[src/rtl/qs_fifo_push_arb.sv]
// qs_fifo_push_arb: round-robin arbiter that lets one requester at a time
// push up to BURST_LEN beats into a shared FIFO. Two-state FSM (IDLE/GRANT);
// one IDLE bubble always separates consecutive bursts.
module qs_fifo_push_arb #(
  parameter int DATA_W    = 8,
  parameter int NUM_REQ   = 4,
  parameter int BURST_LEN = 4
) (
  input  logic                        clk,
  input  logic                        reset,
  input  logic [NUM_REQ-1:0]          req_i,
  input  logic [NUM_REQ*DATA_W-1:0]   req_data_i,
  output logic [NUM_REQ-1:0]          gnt_o,
  output logic [NUM_REQ-1:0]          ack_o,
  output logic [$clog2(NUM_REQ)-1:0]  owner_o,
  output logic                        busy_o,
  output logic                        fifo_push_o,
  output logic [DATA_W-1:0]           fifo_push_data_o,
  input  logic                        fifo_full_i
);

  localparam int OWN_W = $clog2(NUM_REQ);

  localparam logic [0:0] S_IDLE  = 1'b0;
  localparam logic [0:0] S_GRANT = 1'b1;

  // Counter value at which the current push completes the burst.
  localparam logic [7:0] BEAT_LAST = 8'(BURST_LEN - 1);

  logic [0:0]       r_state;
  logic [OWN_W-1:0] r_owner;
  logic [OWN_W-1:0] r_last_owner;
  logic [7:0]       r_beat_cnt;

  logic             w_grant;
  logic             w_own_req;
  logic             w_push;
  logic             w_any_req;
  logic             w_last_beat;
  logic [OWN_W-1:0] w_pick;

  // First requesting index scanning upward (with wrap) from last+1.
  // The scan runs from the farthest offset down to the nearest so the
  // nearest requester overwrites earlier candidates.
  function automatic logic [OWN_W-1:0] rr_pick(input logic [NUM_REQ-1:0] req,
                                               input logic [OWN_W-1:0]   last);
    logic [OWN_W-1:0] pick;
    int               k;
    pick = last;
    for (int i = NUM_REQ; i >= 1; i--) begin
      k = (int'(last) + i) % NUM_REQ;
      if (req[k]) pick = k[OWN_W-1:0];
    end
    return pick;
  endfunction

  // Arbitration and output decode; everything here is derived from the
  // registered state plus the live request/full inputs.
  always_comb begin
    w_any_req        = |req_i;
    w_pick           = rr_pick(req_i, r_last_owner);
    w_grant          = (r_state == S_GRANT);
    w_own_req        = req_i[r_owner];
    w_push           = w_grant & w_own_req & ~fifo_full_i;
    w_last_beat      = (r_beat_cnt == BEAT_LAST);

    gnt_o            = '0;
    ack_o            = '0;
    fifo_push_data_o = '0;
    if (w_grant) begin
      gnt_o[r_owner]   = 1'b1;
      ack_o[r_owner]   = w_push;
      fifo_push_data_o = req_data_i[r_owner*DATA_W +: DATA_W];
    end

    fifo_push_o      = w_push;
    busy_o           = w_grant;
    owner_o          = r_owner;
  end

  // FSM, owner registration, burst beat counting and round-robin pointer.
  always_ff @(posedge clk or posedge reset) begin
    if (reset) begin
      r_state      <= S_IDLE;
      r_owner      <= '0;
      r_last_owner <= OWN_W'(NUM_REQ - 1);
      r_beat_cnt   <= '0;
    end else begin
      case (r_state)
        S_IDLE: begin
          if (w_any_req) begin
            r_state    <= S_GRANT;
            r_owner    <= w_pick;
            r_beat_cnt <= '0;
          end
        end
        default: begin
          // Leave when the owner withdraws or the final beat is pushed;
          // a full FIFO with the owner still requesting simply holds here.
          if (!w_own_req || (w_push && w_last_beat)) begin
            r_state      <= S_IDLE;
            r_last_owner <= r_owner;
          end
          if (w_push) r_beat_cnt <= r_beat_cnt + 8'd1;
        end
      endcase
    end
  end

endmodule
[config.mk]
export PLATFORM = sky130hd
export DESIGN_NAME = qs_fifo_push_arb
export DESIGN_NICKNAME = d
export VERILOG_FILES = /design/src/rtl/qs_fifo_push_arb.sv
export SDC_FILE = /design/constraint.sdc
export NUM_CORES = 1
export LEC_CHECK = 0
export BUFFER_PORTS_ARGS = -buffer_cell sky130_fd_sc_hd__buf_4
export CAP_MARGIN = 15
export CORE_MARGIN = 4
export CORE_UTILIZATION = 30
export CTS_CLUSTER_DIAMETER = 30
export DETAILED_ROUTE_END_ITERATION = 7
export SYNTH_ARGS = -nofsm -noshare
export SYNTH_HDL_FRONTEND = slang
export SYNTH_SLANG_ARGS = --single-unit
export TNS_END_PERCENT = 100
[constraint.sdc]
create_clock -name clk -period 1.87 [get_ports clk]
set_clock_uncertainty 0.05 [all_clocks]
set_input_delay 0.374 -clock clk [delete_from_list [all_inputs] [get_ports clk]]
set_output_delay 0.374 -clock clk [all_outputs]
set_load 0.01 [all_outputs]
==> qor.txt <==
WL final -> 3580 um
Worst-path clk slew -> 0.06 ns
Share of layout cells above drive strength 1 -> 0.638
Max-slew violation count -> 0
Fillers -> 330
Yosys cell types -> 42
Minimum clock period -> 1.99 ns
Gp weighted congestion -> 0.891
Rows -> 22
Vias per inst -> 5.14
Width of the die -> 69.6 um
Peak supply drop -> 0.665 mV
Hold Path Class -> in2async
Core Footprint -> 3660 um2
Ys flop type -> dfrtp_1
Post-synthesis instance total -> 112
H-tree Lvls -> 1
# DRC -> 0
FF-to-FF path depth -> 7
Die area -> 4840 um2
CTS tree -> yes
Final Hold Fails -> 0
Cells after DPL -> 226
Grt total ovfl -> 0
CP max FO -> 3
Clk_lat worst skew -> 0.24 ns
DP HPWL -> 2720 um
Inserted Diodes -> 0
RSZ-0062 raised after global routing -> true
Startpoint Class -> register
IO Port Bufs -> 58
P&R area growth vs syn -> 68.5%
Number of routed nets with antenna violations -> 0
DRT iter0 DRCs -> 28
FFs w/ async S/R, synth -> 1.00
Drt first pass iters -> 4
LEAKAGE -> 0.907 nW
Initial antenna violation count -> 0
Mapped Area -> 1140 um2
Failing checks -> setup timing
CP endpoint kind -> output pin
Post-synth EDFFs -> 0
Post-route setup slack -> -0.118 ns
Largest net degree at the start of global routing -> 14
Starting density of the core -> 0.311
Synth area leader -> dfrtp_1
First-pass GRT wire length -> 5840 um
Die Y -> 69.6 um
Register bit total from synthesis -> 13
IO Pins -> 59
Ys Warns -> 0
Avg Cell Area, Syn -> 10.2 um2
Max-Cap Viols -> 0
CTS Hold Bufs -> 0
Fmax -> 503 MHz
Post-synth top area share -> 0.242
Relative slew slack -> 0.626
Final setup viols -> 16
Top post-synthesis cells by count -> 11 x and2_1, 11 x dfrtp_1, 8 x mux4_1, 8 x nand2_1
Via count -> 1,213
Crit share post-route -> 1.06
Final core occ -> 0.524
WL per Instance -> 15.2 um
Req. time, crit path -> 1.45 ns
Final net count -> 229
Pre-CTS setup slack -> 0.0430 ns
Placed cell area -> 1710 um2
Total Neg Setup Slack -> -1.16 ns
Syn Nets -> 152
Worst Setup Path Type -> reg2out
Sink Count -> 13
Vias in the first global route -> 1,207
TritonCTS buffer count -> 3
Seq/Total Area, Yosys -> 0.288
Status -> finished, violations left
Cell area after layout -> 1920 um2
Max Buffers Root-to-Sink -> 2
Finished Layout Cells -> 236
Root Buffer Master -> clkbuf_8
Crit path DAT -> 1.56 ns
GRT Total Usage -> 0.147
Power Density -> 1340 nW/um2
Worst Tran Pin Value -> 0.560 ns
Ranking of synthesized cells by area -> dfrtp_1 24%, mux4_1 18%, and2_1 6.1%, dfstp_2 4.6%, mux2_2 3.0%
cells by family after synthesis:
family,after synthesis,share of synthesized area
compound gates,22,0.147
xor+xnor,1,0.00770
fa+ha+maj,1,0.0110
buf+inv,12,0.0484
flops,13,0.288
mux,14,0.241
simple gates,49,0.256
through the flow:
step                hold slack (ns)  power (mW)
floorplan                     0.200        1.31
global placement              0.381        1.90
detailed placement            0.393        1.91
CTS                           0.134        2.53
global route                  0.152        2.74
finish                        0.131        2.57
critical path: stages (launching register included):
cell and delay (ns):
dfrtp_1 0.41, buf_4 0.15, buf_6 0.12, mux2_4 0.32
a2bb2oi_4 0.16, inv_2 0.06, buf_6 0.12
metal layers:
metal	routed length (um)	global-route usage	up-vias
met2	1720	0.250	55
met4	46	0.0477	0
li1	-	-	578
met3	305	0.0362	6
met1	1510	0.182	574
met5	0	0	-
layout make-up:
type	instances	area (um2)	area share
timing repair buffer	79	638	0.333
sequential	13	329	0.172
multi-input combinational	87	826	0.431
tap	48	60.1	0.0313
inverter	5	18.8	0.00979
clock buffer	4	45.0	0.0235
sequential cells by signal, summed over array words and instances (netlist names):
name	cells
r_last_owner	2
owner_o	2
busy_o	1
r_beat_cnt	8
power breakdown:
part           switching (mW)  internal, mW
combinational           0.737          1.11
sequential             0.0897         0.379
clock                   0.105         0.151
what timing repair did:
action	in CTS	in global routing
gates resized for setup	36	10
endpoints found under the setup margin	10	23
pin swaps	12	1
setup buffers	6	0
worst paths after layout:
check                                             to                 startpoint  slack (ns)
max reg2reg                r_beat_cnt[7]$_DFFE_PP0P_     owner_o[0]$_DFFE_PP0P_       -0.05
min                        r_beat_cnt[5]$_DFFE_PP0P_                      reset        0.13
min in group clk           r_beat_cnt[1]$_DFFE_PP0P_  r_beat_cnt[1]$_DFFE_PP0P_        0.48
max                                      fifo_push_o     owner_o[0]$_DFFE_PP0P_       -0.12
max in group asynchronous     owner_o[1]$_DFFE_PP0P_                      reset        1.23
min reg2reg                r_beat_cnt[1]$_DFFE_PP0P_  r_beat_cnt[1]$_DFFE_PP0P_        0.48
cell usage in the layout (no fill, tap or decap), drive strengths merged, types with 3 or more instances in the layout:
cell and n:
mux2 3, nand2 8, nand2b 3, nor3b 4, a21oi 4, mux2i 3
inv 5, buf 79, clkbuf 4, o21ai 5, dfrtp 11, and2 11
mux4 8, nand4 4, nor2 5
Note: power is estimated with default switching activity, not from simulation.
